--- config.mk ---
export PLATFORM = sky130hd
export DESIGN_NAME = ram_fifo_ctrl
export DESIGN_NICKNAME = d
export VERILOG_FILES = /design/src/rtl/ram_fifo_ctrl.sv
export SDC_FILE = /design/constraint.sdc
export NUM_CORES = 1
export LEC_CHECK = 0
export CORE_MARGIN = 2
export CORE_UTILIZATION = 45
export DETAILED_ROUTE_END_ITERATION = 8
export GPL_ROUTABILITY_DRIVEN = 0
export GPL_TIMING_DRIVEN = 0
export PLACE_DENSITY = 0.88
export SETUP_SLACK_MARGIN = 0.3
export SYNTH_ARGS = -nofsm -noshare
export SYNTH_HDL_FRONTEND = slang
export SYNTH_SLANG_ARGS = --single-unit
--- constraint.sdc ---
create_clock -name clk -period 4.85 [get_ports clk]
set_input_delay 0.97 -clock clk [delete_from_list [all_inputs] [get_ports clk]]
set_output_delay 0.97 -clock clk [all_outputs]
set_load 0.03 [all_outputs]
--- src/rtl/ram_fifo_ctrl.sv ---
// ram_fifo_ctrl
// -------------
// Wraps a single-port, registered-output data memory as a byte FIFO.
// Bytes accepted on the valid/ready input stream are written to consecutive
// RAM locations. They are read back in order and prefetched into a
// registered output stage. That stage gives one extra byte of storage, so the
// FIFO holds DEPTH+1 bytes in total.
//
// Parameters:
//   DEPTH   RAM entries used (power of two, 2 <= DEPTH <= 2**ADDR_W)
//   ADDR_W  width of the RAM address port
//   DATA_W  data width
//
// Ports:
//   clk        rising-edge clock
//   rst_n      asynchronous active-low reset
//   clear      synchronous flush; empties the FIFO and discards any read in flight
//   in_valid   upstream byte valid
//   in_data    upstream byte
//   in_ready   byte is accepted this cycle (low while a read uses the port)
//   out_valid  out_data holds the oldest unread byte
//   out_data   registered output byte
//   out_ready  downstream consumes out_data
//   ram_we     memory write enable
//   ram_re     memory read enable
//   ram_addr   memory address (pointer zero-extended to ADDR_W)
//   ram_wdata  memory write data
//   ram_rdata  memory read data, valid the cycle after ram_re
//   count      bytes held in RAM (excludes output register and in-flight read)
//   full       count == DEPTH
//   empty      nothing held anywhere: RAM, in-flight read or output register
module ram_fifo_ctrl #(
  parameter int DEPTH  = 16,
  parameter int ADDR_W = 10,
  parameter int DATA_W = 8
) (
  input  logic                       clk,
  input  logic                       rst_n,
  input  logic                       clear,
  input  logic                       in_valid,
  input  logic [DATA_W-1:0]          in_data,
  output logic                       in_ready,
  output logic                       out_valid,
  output logic [DATA_W-1:0]          out_data,
  input  logic                       out_ready,
  output logic                       ram_we,
  output logic                       ram_re,
  output logic [ADDR_W-1:0]          ram_addr,
  output logic [DATA_W-1:0]          ram_wdata,
  input  logic [DATA_W-1:0]          ram_rdata,
  output logic [$clog2(DEPTH+1)-1:0] count,
  output logic                       full,
  output logic                       empty
);

  localparam int PtrW = $clog2(DEPTH);
  localparam int CntW = $clog2(DEPTH + 1);
  localparam logic [CntW-1:0] FullCount = CntW'(DEPTH);

  logic [PtrW-1:0]   wrPtr_q, wrPtr_d;
  logic [PtrW-1:0]   rdPtr_q, rdPtr_d;
  logic [CntW-1:0]   count_q, count_d;
  logic              rdPending_q, rdPending_d;
  logic              outValid_q, outValid_d;
  logic [DATA_W-1:0] outData_q, outData_d;

  logic rdGo;
  logic wrGo;
  logic inReady;

  // Reads win the single port. A read is only issued when the output
  // register is free by the time its data returns (empty now, or being
  // consumed this cycle), and never while the previous read is in flight.
  always_comb begin
    rdGo    = !clear && !rdPending_q && (count_q != '0) && (!outValid_q || out_ready);
    inReady = !clear && (count_q != FullCount) && !rdGo;
    wrGo    = in_valid && inReady;
  end

  // The address carries the read pointer when a read is issued and the
  // write pointer otherwise; upper address bits stay zero.
  always_comb begin
    ram_addr = '0;
    if (rdGo) begin
      ram_addr[PtrW-1:0] = rdPtr_q;
    end else begin
      ram_addr[PtrW-1:0] = wrPtr_q;
    end
  end

  // Next-state logic. rdGo and wrGo are mutually exclusive, so count never
  // moves in both directions at once. Read data is captured exactly one
  // cycle after its request; rdPending marks that cycle.
  always_comb begin
    wrPtr_d     = wrPtr_q;
    rdPtr_d     = rdPtr_q;
    count_d     = count_q;
    rdPending_d = rdPending_q;
    outValid_d  = outValid_q;
    outData_d   = outData_q;

    if (clear) begin
      wrPtr_d     = '0;
      rdPtr_d     = '0;
      count_d     = '0;
      rdPending_d = 1'b0;
      outValid_d  = 1'b0;
    end else begin
      if (rdPending_q) begin
        outData_d   = ram_rdata;
        outValid_d  = 1'b1;
        rdPending_d = 1'b0;
      end else if (outValid_q && out_ready) begin
        outValid_d = 1'b0;
      end

      if (rdGo) begin
        rdPtr_d     = rdPtr_q + 1'b1;
        count_d     = count_q - 1'b1;
        rdPending_d = 1'b1;
      end

      if (wrGo) begin
        wrPtr_d = wrPtr_q + 1'b1;
        count_d = count_q + 1'b1;
      end
    end
  end

  // State register; reset drops any read in flight along with the contents.
  always_ff @(posedge clk or negedge rst_n) begin
    if (!rst_n) begin
      wrPtr_q     <= '0;
      rdPtr_q     <= '0;
      count_q     <= '0;
      rdPending_q <= 1'b0;
      outValid_q  <= 1'b0;
      outData_q   <= '0;
    end else begin
      wrPtr_q     <= wrPtr_d;
      rdPtr_q     <= rdPtr_d;
      count_q     <= count_d;
      rdPending_q <= rdPending_d;
      outValid_q  <= outValid_d;
      outData_q   <= outData_d;
    end
  end

  assign in_ready  = inReady;
  assign ram_re    = rdGo;
  assign ram_we    = wrGo;
  assign ram_wdata = in_data;
  assign out_valid = outValid_q;
  assign out_data  = outData_q;
  assign count     = count_q;
  assign full      = (count_q == FullCount);
  assign empty     = (count_q == '0) && !rdPending_q && !outValid_q;

endmodule
==> flow_summary_export.csv <==
group,metric,value,unit
clock_network,postCtsSetupRepairBufs,0,
timing,slew_headroom,0.3066,
timing,hold_viol,0,
power_and_ir_drop,p_leak,0.8097,nW
logic_synthesis,synthArstFlopShare,1.000,
global_routing,met2_usage,0.2922,
hold_path,min_path_type,"reg -> reg",
hold_path,worstHoldPathCells,1,
global_routing,grt_use_met1,0.2121,
global_routing,grt_max_degree,24,
logic_synthesis,synth.most_common_cell,"dfrtp_1",
clock_network,clockBufferDepth,2,
clock_network,clock_sinks,23,
clock_network,path_clk_slew,0.13,ns
logic_synthesis,synth_top_area_cell,"dfrtp_1",
floorplanning,core_area,0.002758,mm^2
flow_run,drv_cap,0,
clock_network,hold_buffers,0,
floorplanning,io_pins,58,
critical_path,regToRegSetupSlack,2.02,ns
floorplanning,die_area,0.003362,mm^2
timing,whs,0.4913,ns
routing,drc_errors,0,
logic_synthesis,synth_area_leaders,"dfrtp_1, mux2_2, buf_4, ha_1, nor2_1",
routing,wl_per_cell,13.18,um
logic_synthesis,avgSynthCellArea,10.84,um^2
global_routing,grt_pass1_wl,4402,um
floorplanning,die_h,57.98,um
routing,first_pass_iters,4,
global_routing,busiest_layer,"met2",
logic_synthesis,synth_ff_type,"dfrtp_1",
global_routing,gr-usage-met3,0.03795,
power_and_ir_drop,powerDensity,547.4,mW/mm^2
layout,stdcell_area,0.001815,mm^2
global_routing,grt_pass1_vias,993,
timing,fin_setup_tns,0,ns
layout,syn_to_final_growth,38.45,%
clock_network,clk_latency,0.30,ns
global_routing,globalRouteTotalUtil,0.1636,
floorplanning,start_util,0.4755,
placed_design,dp_hpwl,2166,um
critical_path,crit_fanout,10,
clock_network,root_buffer,"clkbuf_4",
timing,fin_ws,0.6052,ns
logic_synthesis,yosysTopAreaCellShare,0.4389,
routing,routed_wl,2675,um
layout,fin_nets,201,
logic_synthesis,synth_edf_count,0,
critical_path,cpMaxStageDelayCell,"clkdlybuf4s50_1",
critical_path,worstPathRequired,3.88,ns
timing,fin_worst_skew,0.005238,ns
status,status,"completed",
logic_synthesis,synthCells,121,
logic_synthesis,synth_area,0.001311,mm^2
critical_path,critPathMostFrequentCell,"clkdlybuf4s50_1",
layout,utilization,0.6583,
timing,fmax,235.6,MHz
critical_path,start_kind,"primary input",
floorplanning,num_rows,19,
timing,rsz0062_at_grt,"false",
timing,setup_viol,0,
logic_synthesis,yosys_warnings,0,
timing,drv_slew,0,
logic_synthesis,seq_area_frac_synth,0.4389,
clock_network,cts-buffers-inserted,3,
critical_path,rr_worst_depth,10,
floorplanning,die_w,57.98,um
critical_path,crit_arrival,3.27,ns
routing,detail-route-antenna-nets,0,
clock_network,cts_tree,"built",
timing,period_share,0.8752,
layout,drive_gt1_frac,0.2151,
critical_path,setup.worst_path.end_class,"primary output",
timing,min_period,4.245,ns
power_and_ir_drop,ir_worst_vdd,0.4966,mV
critical_path,path_class,"in -> out",
global_routing,antenna_found_initial,0,
placed_design,dpl_cell_area,0.001789,mm^2
layout,n_antenna_cell,0,
logic_synthesis,synth_common_cells,"dfrtp_1, mux2_2, buf_4, nor2_1, nand2_1",
placed_design,place_ws,0.5807,ns
critical_path,cp_cell_sequence,"clkdlybuf4s50_1 -> nor2b_1 -> a2111oi_1 -> buf_2 -> mux2_2 -> clkdlybuf4s50_1",
routing,drt_iter0_markers,28,
critical_path,crit_path_max_incr_delay,0.59,ns
logic_synthesis,synth_cell_types,30,
global_routing,grt-ovfl-total,0,
timing,worst_pin_slew,1.037,ns
routing,num_vias,1028,
routing,vias_per_cell,5.064,
logic_synthesis,synth_seq_cells,23,
placed_design,port_buffers,42,
clock_network,cts_resized,0,
clock_network,htreeDepth,1,
cells by family (layout without fill, tap and decap cells):
kind of cell | Yosys count | count (layout) | synth area share
adder cells (fa/ha/maj) | 7 | 7 | 0.07252
AO/OA/AOI/OAI | 13 | 13 | 0.06774
XOR/XNOR | 6 | 6 | 0.04008
AND/OR/NAND/NOR | 30 | 30 | 0.1174
flip-flops | 23 | 23 | 0.4389
multiplexers | 18 | 18 | 0.1527
other | 1 | 6 | 0.002860
buffers and inverters | 23 | 69 | 0.1078
flip-flops by register name, indices dropped and copies added (netlist names):
name and cells:
count 5, rdPending_q 1, out_valid 1, wrPtr_q 4
rdPtr_q 4, out_data 8
worst paths after layout:
path	startpoint	endpoint
setup / recovery	out_ready	ram_addr[1]
hold / removal	wrPtr_q[3]	wrPtr_q[3]
setup reg to reg	count[0]	count[4]
hold reg to reg	wrPtr_q[3]	wrPtr_q[3]
max in group asynchronous	rst_n	count[0]
min in group asynchronous	rst_n	out_data[2]
where the power goes:
group	switching [W]	total (W)	internal [W]
sequential	0.0000634	0.000318	0.000255
clock	0.0000544	0.0000864	0.0000320
combinational	0.000313	0.000589	0.000276
placed cells by master, fill, tap and decap left out, drive strengths merged:
cell type      count
nor2              10
o21ai              1
conb               6
nand2b             1
clkdlybuf4s50     42
clkbuf             7
or3                1
nand4              1
mux2i              2
nor2b              3
inv                4
a2111oi            2
nor4               1
nor3               3
dfrtp             23
a21o               1
o31ai              3
xor2               2
mux2              16
buf               16
fa                 1
nand3              2
nand2              7
and2               1
o211ai             2
ha                 6
xnor2              4
a21oi              4
worst max-delay path, delay by kind of cell:
family | cells | cell delay (ns)
buf+inv | 3 | 1.37
compound gates | 1 | 0.50
mux | 1 | 0.36
simple gates | 1 | 0.07
layout make-up:
type,count,area (um^2)
buffer,19,126.4
multi-input combinational,80,613.1
timing repair buffer,42,420.4
clock buffer,4,26.28
fill,232,942.2
inverter,4,15.01
tap,31,38.79
sequential,23,575.6
routing by layer:
| metal | up-vias | wire [um] |
|---|---|---|
| met3 | 2 | 186 |
| met5 | - | 0 |
| met2 | 40 | 1400 |
| li1 | 497 | - |
| met4 | 0 | 16 |
| met1 | 489 | 1072 |
stage by stage:
stage               total power, W  cells
CTS                       0.001002    203
global route              0.001057    203
global placement         0.0008853    199
finish                   0.0009938    203
detailed placement       0.0009142    199
floorplan                0.0006980    126
Power figures use the tool's default switching activity.
